<file path="src/rtl/spi_controller_if.sv">
`default_nettype none
// ============================================================================
// Module   : spi_controller_if
// Purpose  : SPI master bus bundle: control handshake plus the serial link.
// Revision : 1.0 - initial release
// ============================================================================
interface spi_controller_if #(
    parameter int WIDTH = 8
);
    logic             start;
    logic [WIDTH-1:0] tx_data;
    logic             busy;
    logic             done;
    logic [WIDTH-1:0] rx_data;
    logic             sck;
    logic             sdo;
    logic             sdi;
    logic             ce;

    modport master (
        input  start, tx_data, sdi,
        output busy, done, rx_data, sck, sdo, ce
    );

    modport slave (
        output start, tx_data, sdi,
        input  busy, done, rx_data, sck, sdo, ce
    );
endinterface
`default_nettype wire

</file>
<file path="src/rtl/spi_controller.sv">
`default_nettype none
// ============================================================================
// Module   : spi_controller
// Purpose  : SPI master; MSB-first shift out on sdo with simultaneous sdi capture.
// Revision : 1.0 - initial release
// ============================================================================
module spi_controller #(
    parameter int WIDTH   = 8,
    parameter int CLK_DIV = 4
) (
    input  wire logic         clk,
    input  wire logic         reset,
    spi_controller_if.master  bus
);
    localparam int c_PW = $clog2(CLK_DIV);
    localparam int c_BW = $clog2(WIDTH);
    localparam logic [c_PW-1:0] c_PHASE_LAST = c_PW'(CLK_DIV - 1);
    localparam logic [c_BW-1:0] c_BIT_FIRST  = c_BW'(WIDTH - 1);

    localparam logic [2:0] c_ST_IDLE  = 3'd0;
    localparam logic [2:0] c_ST_LEAD  = 3'd1;
    localparam logic [2:0] c_ST_SHIFT = 3'd2;
    localparam logic [2:0] c_ST_TRAIL = 3'd3;
    localparam logic [2:0] c_ST_GAP   = 3'd4;

    logic [2:0]       r_state,   w_state_nx;
    logic [c_PW-1:0]  r_phase,   w_phase_nx;
    logic [c_BW-1:0]  r_bit,     w_bit_nx;
    logic             r_high,    w_high_nx;
    logic [WIDTH-1:0] r_tx,      w_tx_nx;
    logic [WIDTH-1:0] r_rx_sh,   w_rx_sh_nx;
    logic [WIDTH-1:0] r_rx_data, w_rx_data_nx;
    logic             r_done,    w_done_nx;
    logic             r_sck,     w_sck_nx;
    logic             r_ce,      w_ce_nx;
    logic             r_busy,    w_busy_nx;
    logic             r_sdi_meta, r_sdi_sync;
    logic             w_phase_end;

    always_ff @(posedge clk or posedge reset) begin
        if (reset) begin
            r_sdi_meta <= 1'b0;
            r_sdi_sync <= 1'b0;
        end else begin
            r_sdi_meta <= bus.sdi;
            r_sdi_sync <= r_sdi_meta;
        end
    end

    always_ff @(posedge clk or posedge reset) begin
        if (reset) begin
            r_state   <= c_ST_IDLE;
            r_phase   <= '0;
            r_bit     <= '0;
            r_high    <= 1'b0;
            r_tx      <= '0;
            r_rx_sh   <= '0;
            r_rx_data <= '0;
            r_done    <= 1'b0;
            r_sck     <= 1'b0;
            r_ce      <= 1'b0;
            r_busy    <= 1'b0;
        end else begin
            r_state   <= w_state_nx;
            r_phase   <= w_phase_nx;
            r_bit     <= w_bit_nx;
            r_high    <= w_high_nx;
            r_tx      <= w_tx_nx;
            r_rx_sh   <= w_rx_sh_nx;
            r_rx_data <= w_rx_data_nx;
            r_done    <= w_done_nx;
            r_sck     <= w_sck_nx;
            r_ce      <= w_ce_nx;
            r_busy    <= w_busy_nx;
        end
    end

    assign w_phase_end = (r_phase == c_PHASE_LAST);

    always_comb begin
        w_state_nx   = r_state;
        w_phase_nx   = w_phase_end ? '0 : r_phase + 1'b1;
        w_bit_nx     = r_bit;
        w_high_nx    = r_high;
        w_tx_nx      = r_tx;
        w_rx_sh_nx   = r_rx_sh;
        w_rx_data_nx = r_rx_data;
        w_done_nx    = 1'b0;

        case (r_state)
            c_ST_IDLE: begin
                w_phase_nx = '0;
                if (bus.start) begin
                    w_state_nx = c_ST_LEAD;
                    w_tx_nx    = bus.tx_data;
                    w_bit_nx   = c_BIT_FIRST;
                    w_high_nx  = 1'b0;
                    w_rx_sh_nx = '0;
                end
            end
            c_ST_LEAD: begin
                if (w_phase_end) begin
                    w_state_nx = c_ST_SHIFT;
                    w_high_nx  = 1'b1;
                end
            end
            c_ST_SHIFT: begin
                if (w_phase_end) begin
                    if (r_high) begin
                        // Sample at the end of the high phase; sdo moves with the fall,
                        // except after the last bit so the LSB stays on the line.
                        w_rx_sh_nx = {r_rx_sh[WIDTH-2:0], r_sdi_sync};
                        w_high_nx  = 1'b0;
                        if (r_bit != '0) begin
                            w_tx_nx = r_tx << 1;
                        end
                    end else if (r_bit == '0) begin
                        w_state_nx = c_ST_TRAIL;
                    end else begin
                        w_bit_nx  = r_bit - 1'b1;
                        w_high_nx = 1'b1;
                    end
                end
            end
            c_ST_TRAIL: begin
                if (w_phase_end) begin
                    w_state_nx   = c_ST_GAP;
                    w_done_nx    = 1'b1;
                    w_rx_data_nx = r_rx_sh;
                    w_tx_nx      = '0;
                end
            end
            c_ST_GAP: begin
                if (w_phase_end) begin
                    w_state_nx = c_ST_IDLE;
                end
            end
            default: begin
                w_state_nx = c_ST_IDLE;
                w_phase_nx = '0;
            end
        endcase

        // Line outputs are registered from the next state so they change with it.
        w_sck_nx  = (w_state_nx == c_ST_SHIFT) && w_high_nx;
        w_ce_nx   = (w_state_nx == c_ST_LEAD) || (w_state_nx == c_ST_SHIFT) ||
                    (w_state_nx == c_ST_TRAIL);
        w_busy_nx = (w_state_nx != c_ST_IDLE);
    end

    assign bus.busy    = r_busy;
    assign bus.done    = r_done;
    assign bus.rx_data = r_rx_data;
    assign bus.sck     = r_sck;
    assign bus.sdo     = r_tx[WIDTH-1];
    assign bus.ce      = r_ce;
endmodule
`default_nettype wire

</file>
<file path="src/flat_wrapper.sv">
// flat-port wrapper written by rule: the top's interface ports become plain ports
module spi_controller_flat 
#(
    parameter int WIDTH   = 8,
    parameter int CLK_DIV = 4
)
  (clk, reset, bus_start, bus_tx_data, bus_sdi, bus_busy, bus_done, bus_rx_data, bus_sck, bus_sdo, bus_ce);
  spi_controller_if #(.WIDTH(WIDTH)) bus_i ();
  input  wire logic clk;
  input  wire logic reset;
  input wire logic [$bits(bus_i.start)-1:0] bus_start;
  input wire logic [$bits(bus_i.tx_data)-1:0] bus_tx_data;
  input wire logic [$bits(bus_i.sdi)-1:0] bus_sdi;
  output wire logic [$bits(bus_i.busy)-1:0] bus_busy;
  output wire logic [$bits(bus_i.done)-1:0] bus_done;
  output wire logic [$bits(bus_i.rx_data)-1:0] bus_rx_data;
  output wire logic [$bits(bus_i.sck)-1:0] bus_sck;
  output wire logic [$bits(bus_i.sdo)-1:0] bus_sdo;
  output wire logic [$bits(bus_i.ce)-1:0] bus_ce;
  assign bus_i.start = bus_start;
  assign bus_i.tx_data = bus_tx_data;
  assign bus_i.sdi = bus_sdi;
  assign bus_busy = bus_i.busy;
  assign bus_done = bus_i.done;
  assign bus_rx_data = bus_i.rx_data;
  assign bus_sck = bus_i.sck;
  assign bus_sdo = bus_i.sdo;
  assign bus_ce = bus_i.ce;
  spi_controller #(.WIDTH(WIDTH), .CLK_DIV(CLK_DIV)) u_core (.clk(clk), .reset(reset), .bus(bus_i));
endmodule
</file>
<file path="config.mk">
export PLATFORM = sky130hd
export DESIGN_NAME = spi_controller_flat
export DESIGN_NICKNAME = d
export VERILOG_FILES = /design/src/rtl/spi_controller_if.sv /design/src/rtl/spi_controller.sv /design/src/flat_wrapper.sv
export SDC_FILE = /design/constraint.sdc
export NUM_CORES = 1
export LEC_CHECK = 0
export CAP_MARGIN = 0
export CORE_MARGIN = 2
export CORE_UTILIZATION = 30
export DETAILED_ROUTE_END_ITERATION = 16
export GPL_TIMING_DRIVEN = 0
export MAX_ROUTING_LAYER = met4
export PLACE_DENSITY_LB_ADDON = 0.15
export SLEW_MARGIN = 0
export SYNTH_ARGS = -nofsm -noshare
export SYNTH_HDL_FRONTEND = slang
export SYNTH_SLANG_ARGS = --single-unit
</file>
<file path="constraint.sdc">
create_clock -name clk -period 2 [get_ports clk]
set_input_delay 0.4 -clock clk [delete_from_list [all_inputs] [get_ports clk]]
set_output_delay 0.4 -clock clk [all_outputs]
set_load 0.03 [all_outputs]
</file>
== Word level (Yosys, flattened, before mapping) ==
Cells that the tools add are included.

* Add/subtract/negate cells: 2
* Multipliers: 0
* Div/mod/pow operators: 0
* Order comparisons: 0
* Equality and inequality tests: 15
* Shift-type cells: 0
* Mux-type cells: 33
* Bitwise logic cells: 0
* Reduce and logical (&&, ||, !) cells: 14

{| class="wikitable"
|+ Operator list
! cell !! number
|-
| $mux W8 || 8
|-
| $mux W3 || 11
|-
| $pmux W8 S3 || 1
|-
| $pmux W8 S2 || 1
|-
| $pmux W3 S5 || 1
|-
| $eq A3 B2 Y1 const B || 4
|-
| $reduce_bool A3 Y1 || 3
|-
| $ne A2 B1 Y1 const B || 4
|-
| $mux W1 || 7
|-
| $eq A3 B1 Y1 const B || 2
|-
| $logic_not A3 Y1 || 2
|-
| $ne A2 B2 Y1 const B || 3
|-
| $pmux W3 S2 || 1
|-
| $reduce_and A6 Y1 || 1
|-
| $reduce_and A5 Y1 || 1
|-
| $mux W2 || 2
|-
| $reduce_and A4 Y1 || 1
|-
| $reduce_or A4 Y1 || 1
|-
| $eq A3 B3 Y1 const B || 1
|-
| $pmux W1 S3 || 1
|-
| $sub A3 B1 Y3 const B || 1
|-
| $add A2 B1 Y2 const B || 1
|-
| $eq A2 B2 Y1 const B || 1
|-
| $logic_or A1 B1 Y1 || 2
|-
| other kinds (3) || 3
|}

* Register bits: 39
* Latch bits: 0
* Memory bits (writable): 0
* Bits in read-only memories: 0
* Input port bits: 12
* Output and inout port bits: 13
* Logic and storage cells: 77
* Memories: 0

== Logic depth before layout (Yosys ltp) ==
Gate-level depths: netlist of the first run.

* Depth in word-level cells: 8
* Gate-level depth with buffers: 7
* Depth with buffers taken out: 6

== Worst setup path before layout of the first run ==
No wires, ideal clock.

* Kind: reg-to-reg
* Start: register u_core.r_state[2]
* End: register u_core.r_tx[7]
* Setup time: 73 ps
* Arrival time: 1592 ps
* Required time: 1927 ps
* Path slack: 335 ps
* Cell stages (with the launch flop): 7
* Buffers on the path: 2
* Clock period less this slack: 1665 ps
* Cell sequence: dfrtp_1 -> buf_6 -> or3b_4 -> o311ai_4 -> buf_6 -> nor2_1 -> a21oi_2

* Word-level cells in the longest chain between the ends: 3
* Elaborated cells between the ends (all ways): 11
* Classes of those cells: eq/ne (7); mux (1); reduce/logical (3)

{| class="wikitable"
|+ Ends and longest elaborated chain
! item !! RTL line !! text
|-
| start, declared || spi_controller.sv:26 || <nowiki>logic [2:0] r_state, w_state_nx;</nowiki>
|-
| start signal, assigned || spi_controller.sv:52 || <nowiki>r_state <= c_ST_IDLE;</nowiki>
|-
| start signal, assigned || spi_controller.sv:64 || <nowiki>r_state <= w_state_nx;</nowiki>
|-
| $eq A3 B2 Y1 / $logic_not A3 Y1 (equally long branches) || spi_controller.sv:90 || <nowiki>case (r_state)</nowiki>
|-
| $ne A2 B1 Y1 (no source line), or another cell as far along || -- ||
|-
| $reduce_and A6 Y1 (no source line) || -- ||
|-
| end signal, assigned || spi_controller.sv:68 || <nowiki>r_tx <= w_tx_nx;</nowiki>
|-
| end, declared || spi_controller.sv:30 || <nowiki>logic [WIDTH-1:0] r_tx, w_tx_nx;</nowiki>
|}

Several ways; a longest one is shown, not always the timed one.
A chain may end at the register's enable or synchronous reset.

== Worst setup path after layout of the first run ==
* Start: input bus_start
* End: register u_core.r_tx[7]

* Word-level cells in the longest chain between the ends: 2

{| class="wikitable"
|+ Ends and longest elaborated chain
! item !! RTL line !! text
|-
| start, declared || flat_wrapper.sv:11 || <nowiki>input wire logic [$bits(bus_i.start)-1:0] bus_start;</nowiki>
|-
| $ne A2 B2 Y1 (no source line) || -- ||
|-
| $reduce_and A6 Y1 (no source line) || -- ||
|}

Every way passes these cells.

==> impl_metrics.toml, run 1 <==
[status]
status = "finished, final reports clean"

[pwr]
power.sequential.fraction_pct = 37.7
power_switching_uw = 1327
cellPowerDensity_mw_per_mm2 = 1479
irDropWorstVdd_uv = 521.4
power.switching_fraction_pct = 40.53
power.share.clock_pct = 15.6
combPwrFrac_pct = 46.7
leakage_uw = 0.0009753
internal_power_uw = 1947

[synth]
netlist_instances = 186
synth-xor-area-share_pct = 0.9811
post_synth_most_frequent_cells = "42 x nand2_1, 39 x dfrtp_1, 15 x a21oi_1, 15 x nor2_1, 9 x inv_1"
synth-adder-area-share_pct = 2.102
synth_edf_count = 0
synthesis.area_mm2 = 0.001785
syn-mean-instance-area_um2 = 9.599
postSynthNetCount = 201
yosysWarningCount = 0
ys_seq_area_share_pct = 54.66
synth.ff_latch_count = 39
synthFlopType = "dfrtp_1"
synth_top_family_by_area = "simple AND/OR/NAND/NOR gates"
post-synth-top-area-fraction_pct = 54.66
yosysMostFrequentCell = "nand2_1"
synth_compound_gate_area_share_pct = 11.56
cell_taking_the_most_area_after_synthesis = "dfrtp_1"
yosys-mux-area-fraction_pct = 1.121
synth.lib_cells_used.distinct = 36
post_synth_main_area_contributors = "dfrtp_1 55%, nand2_1 8.8%, a21oi_1 4.2%, nor2_1 3.2%, nor3b_1 2.5%"
synthSimpleGateAreaFrac_pct = 23.97
asyncSetResetFlopFracSynth_pct = 100.0

[critical_path]
critical_path_peak_fanout = 10
critPathCaptureType = "flip-flop"
required_ns = 2.22
worstPathArrival_ns = 2.10
start_kind = "primary input"
r2r-start = "u_core.r_state[2]"
rr_endpoint = "u_core.r_tx[7]"
crit_type = "primary input to flip-flop"
worst_r2r_path_depth = 6
reg2reg_setup_slack_ns = 0.18

[cts]
postCtsSetupRepairBufs = 0
clk_root_buffer_cell = "clkbuf_8"
clock_tree.buffer_depth = 2
tritoncts = "yes"
htree_levels = 2
numClockSinks = 39
clk_transition_reported_paths_ns = 0.08
clk_latency_ns = 0.29
cts_inserted_buffers = 5

[grt]
grt_pass1_vias = 1313
grt_antenna_before_repair = 0
grt_use_total_pct = 12.15
grt_max_degree = 40
overflow_left_after_global_routing = 0
first_pass_grt_wire_length_um = 6016

[detailed_routing]
drt_iter0_markers = 72
drt-vias-per-instance = 4.567
finalWirelength_um = 3399
vias = 1338
routedWlPerCell_um = 11.60
drtAntennaViolNets = 0
detail_route.first_pass.iterations = 4
drt_drc_violations_left = 0

[die]
die_y_um = 81.15
core_area_mm2 = 0.005851
num_rows = 28
die_area_mm2 = 0.006585
pin_count = 25
die_width_um = 81.15
floorplan.initialDensity_pct = 30.52

[placement]
finalWeightedCongestion = 0.7898
number_of_buffers_inserted_by_port_buffering = 24
dpl-instance-area_mm2 = 0.002120
detailed_place_hpwl_um = 2344

[final_layout]
number_of_inserted_diodes = 0
final_design_area_no_fill_mm2 = 0.002213
drive_gt1_share_pct = 9.174
syn_to_final_growth_pct = 23.97
final_nets = 232

[sta]
setup-violations-final = 0
timing.max_slew.rel_slack_pct = 45.80
worst_pin_slew_ns = 0.8118
setup_total_negative_slack_ns = 0
finalCritPeriodShare_pct = 94.30
drv_slew = 0
final_period_minus_worst_setup_slack_ns = 1.886
fmax_ghz = 0.5302
timing_hold_violations_final = 0
finalClockSkew_ns = 0.005596
grt_setup_unrepaired = "no"

[min_path]
whs_path_depth = 0
hold_path_startpoint = "u_core.r_sdi_meta"
min_path_type = "flip-flop to flip-flop"
hold_path_end = "u_core.r_sdi_sync"

[flow_run]
drv_cap = 0
[logic make-up (layout without fill, tap and decap cells)]
| group | count (synthesis) | in the layout |
|---|---|---|
| AO/OA/AOI/OAI | 30 | 30 |
| AND/OR/NAND/NOR | 90 | 90 |
| multiplexers | 2 | 2 |
| flip-flops | 39 | 39 |
| buffers and inverters | 20 | 52 |
| adder cells (fa/ha/maj) | 3 | 3 |
| XOR/XNOR | 2 | 2 |
[final cells by class]
class | instances | area, um^2
fill | 596 | 3637
multi-input combinational | 127 | 714.4
inverter | 10 | 41.29
buffer | 10 | 62.56
clock buffer | 6 | 72.57
tap | 75 | 93.84
clock inverter | 2 | 12.51
timing repair buffer | 24 | 240.2
sequential | 39 | 975.9
[worst max path at each step]
stage	startpoint	to	slack, ns	cells after the start
2_1_floorplan	u_core.r_state[2]	u_core.r_tx[7]	0.34	6
3_3_place_gp	reset	u_core.r_bit[1]	-0.20	2
3_5_place_dp	bus_start	u_core.r_tx[7]	-0.19	7
4_1_cts	bus_start	u_core.r_tx[7]	0.12	7
5_1_grt	u_core.r_phase[0]	u_core.bus.rx_data[3]	0.02	7
6_report	bus_start	u_core.r_tx[7]	0.11	7
[per-stage QoR]
step | util (%) | instances | hold slack [ns] | power, uW | setup slack (ns)
6_report | 37.83 | 293 | 0.3528 | 3274 | 0.1140
5_1_grt | 37.83 | 293 | 0.3686 | 3559 | 0.01783
4_1_cts | 37.68 | 293 | 0.3554 | 3314 | 0.1150
3_5_place_dp | 36.23 | 285 | 0.3371 | 2783 | -0.1865
3_3_place_gp | 36.23 | 285 | 0.3375 | 2783 | -0.2011
2_1_floorplan | - | 186 | 0.3312 | 2322 | 0.3351
[state kept, by name, indices dropped and copies added (netlist names)]
signal              count
u_core.r_phase          2
u_core.r_bit            3
u_core.r_rx_sh          8
u_core.bus.sck          1
u_core.r_tx             8
u_core.bus.ce           1
u_core.r_high           1
u_core.bus.busy         1
u_core.r_state          3
u_core.bus.rx_data      8
u_core.r_sdi_sync       1
u_core.bus.done         1
u_core.r_sdi_meta       1
[power by group through the flow]
stage               sequential, uW  clock [uW]  combinational, uW
floorplan                     1450           0                873
global placement              1250           0               1540
detailed placement            1250           0               1530
CTS                           1230         541               1540
global route                  1270         577               1710
finish                        1230         512               1530
[layer usage]
layer	routed length (um)	global-route usage, %	share of wire, %	vias to the layer above
met5	0	-	0	-
met4	51	5.085	1.5	0
met3	150	3.000	4.4	7
met2	1552	17.52	46	28
met1	1646	16.29	48	618
li1	-	-	-	685
[critical path, cell delays in order]
cell             delay, ns
clkdlybuf4s50_1       0.53
or4b_1                0.43
buf_2                 0.21
o311ai_4              0.16
buf_6                 0.21
nor2_1                0.05
a21oi_2               0.10
[placed cells by master, fill, tap and decap left out, types with 2 or more instances in the layout]
cell type / n
buf_6: 3
nand4_1: 2
nand3_1: 8
clkinvlp_4: 2
nor3b_1: 6
nor2_1: 15
dfrtp_1: 39
a21oi_1: 15
a2bb2oi_1: 2
o21ai_0: 3
mux2i_1: 2
nor2b_1: 2
clkbuf_1: 6
nand2_1: 42
clkbuf_8: 5
nand2b_1: 2
buf_2: 2
inv_1: 8
a21oi_2: 2
and4_1: 2
clkdlybuf4s50_1: 24
nor3_1: 5
ha_1: 3
[what timing repair did]
action	4_1_cts	5_1_grt
endpoints found under the setup margin	0	4
gates resized for setup	0	2
hold buffers	0	0
No activity file was read; power rests on OpenSTA's default activity.
==> run 2: changes to the inputs <==
--- a/config.mk
+++ b/config.mk
@@ -6,10 +6,10 @@
 export NUM_CORES = 1
 export LEC_CHECK = 0
 export CAP_MARGIN = 0
+export CORE_ASPECT_RATIO = 0.9
 export CORE_MARGIN = 2
 export CORE_UTILIZATION = 30
 export DETAILED_ROUTE_END_ITERATION = 16
-export GPL_TIMING_DRIVEN = 0
 export MAX_ROUTING_LAYER = met4
 export PLACE_DENSITY_LB_ADDON = 0.15
 export SLEW_MARGIN = 0
==> run 2 against run 1 <==
  * Count of clock-buffer cells in the layout is 1 lower
  * Clock power is 30% higher
  * Final cell count is 2.0% lower
  * Sequential cell count stayed put
  * Highest routed layer unchanged
==> impl_metrics.toml, run 2 (synthesis gave the netlist of run 1 again) <==
[sta]
setup_total_negative_slack_ns = 0
finalCritPeriodShare_pct = 92.32
worst_pin_slew_ns = 0.7382
finalClockSkew_ns = 0.007583
grt_setup_unrepaired = "no"
post-route-worst-setup-slack_ns = 0.1535
drv_slew = 0
fmax_ghz = 0.5416
timing.max_slew.rel_slack_pct = 50.67
timing_hold_violations_final = 0
final_period_minus_worst_setup_slack_ns = 1.846
setup-violations-final = 0

[die]
die_width_um = 85.32
floorplan.initialDensity_pct = 31.18
num_rows = 26
die_area_mm2 = 0.006585
core_area_mm2 = 0.005725
die_y_um = 77.19
pin_count = 25

[pwr]
power_switching_uw = 1336
cellPowerDensity_mw_per_mm2 = 1531
combPwrFrac_pct = 44.6
power.switching_fraction_pct = 39.13
internal_power_uw = 2079
irDropWorstVdd_uv = 676.8
power.sequential.fraction_pct = 35.9
leakage_uw = 0.001009
power.share.clock_pct = 19.5

[grt]
first_pass_grt_wire_length_um = 5782
grt_max_degree = 40
grt_antenna_before_repair = 0
overflow_left_after_global_routing = 0
grt_pass1_vias = 1218
grt_use_total_pct = 11.42

[final_layout]
drive_gt1_share_pct = 10.14
final_nets = 231
syn_to_final_growth_pct = 24.95
final_common_cell = "nand2_1"
number_of_inserted_diodes = 0
regArea_um2 = 975.9
multi_input_area_um2 = 709.4
n_fill_cell = 587
layout.cells.most_common_list = "42 x nand2_1, 39 x dfrtp_1, 24 x clkdlybuf4s50_1"

[detailed_routing]
vias = 1337
detail_route.first_pass.iterations = 4
drtAntennaViolNets = 0
drt-vias-per-instance = 4.659
drt_drc_violations_left = 0
drt_iter0_markers = 64
finalWirelength_um = 3361
routedWlPerCell_um = 11.71

[cts]
postCtsSetupRepairBufs = 0
clk_root_buffer_cell = "clkbuf_8"
numClockSinks = 39
cts_inserted_buffers = 5
clock_tree.buffer_depth = 2
cts.repair.resized = 0
clk_latency_ns = 0.30
clk_transition_reported_paths_ns = 0.08
tritoncts = "yes"
cts_hold_buffers = 0
htree_levels = 2

[flow_run]
drv_cap = 0

[status]
status = "finished, final reports clean"

[critical_path]
critPathCaptureType = "flip-flop"
crit_type = "flip-flop to flip-flop"
critical_path_peak_fanout = 16
start_kind = "flip-flop"
worstPathArrival_ns = 2.07
required_ns = 2.22

[placement]
finalWeightedCongestion = 0.7184
number_of_buffers_inserted_by_port_buffering = 24
place_worst_setup_slack_ns = 0.03663
detailed_place_hpwl_um = 2290

[min_path]
min_path_type = "flip-flop to flip-flop"
==> run 2: changes by cell type in the layout (fill, tap and decap cells not counted), sizes merged <==
cell	previous run	this run
clkbuf	11	5
buf	5	9
clkinv	1	3
clkinvlp	2	0
bufinv	0	1
==> run 2: worst max-delay path, cell delays in order (launching register included) <==
cell and delay [ns]:
dfrtp_1 0.38, inv_1 0.07, ha_1 0.18, nor2b_1 0.19
o311ai_4 0.70, nand3_1 0.14, o21ai_1 0.10
==> run 2: metal layers <==
layer | track usage [%] | part of all wire, % | up-vias
li1 | - | - | 696
met1 | 15.57 | 52 | 611
met2 | 15.70 | 42 | 23
met3 | 3.445 | 4.3 | 7
met4 | 4.762 | 1.7 | 0
met5 | - | 0 | -
==> run 2: per-stage QoR <==
stage / utilization [%] / hold slack (ns) / power [uW] / cells / cell area [um^2]
5_1_grt: 38.96 / 0.3677 / 3682 / 287 / 2231
2_1_floorplan: - / 0.3312 / 2322 / 186 / 1785
3_3_place_gp: 37.00 / 0.3366 / 2767 / 279 / 2118
4_1_cts: 38.96 / 0.3568 / 3454 / 287 / 2231
6_report: 38.96 / 0.3541 / 3415 / 287 / 2231
3_5_place_dp: 37.00 / 0.3371 / 2777 / 279 / 2118
==> run 2: path summary, 6_finish.rpt <==
kind	startpoint	to	slack, ns	cells after the start
worst min register to register	u_core.r_sdi_meta	u_core.r_sdi_sync	0.35	0
worst max-delay path	u_core.r_bit[0]	u_core.r_tx[0]	0.15	6
max in group asynchronous	reset	u_core.r_rx_sh[4]	1.14	3
worst min-delay path	u_core.r_sdi_meta	u_core.r_sdi_sync	0.35	0
min in group asynchronous	reset	u_core.r_rx_sh[1]	0.51	3
worst max register to register	u_core.r_bit[0]	u_core.r_tx[0]	0.15	6
==> run 2: final cells by class <==
cell class                      instances  share of cell area, %
Sequential cell                        39                  43.75
Timing Repair Buffer                   33                  13.80
Tap cell                               70                  3.926
Multi-Input combinational cell        127                  31.80
Inverter                               10                  1.683
Clock buffer                            5                  3.085
Clock inverter                          3                  1.963
==> run 2: power by group through the flow <==
stage / clock [uW] / combinational (uW) / sequential, uW
5_1_grt: 726 / 1690 / 1270
4_1_cts: 689 / 1540 / 1230
6_report: 667 / 1520 / 1230
3_3_place_gp: 0 / 1530 / 1240
3_5_place_dp: 0 / 1540 / 1240
2_1_floorplan: 0 / 873 / 1450
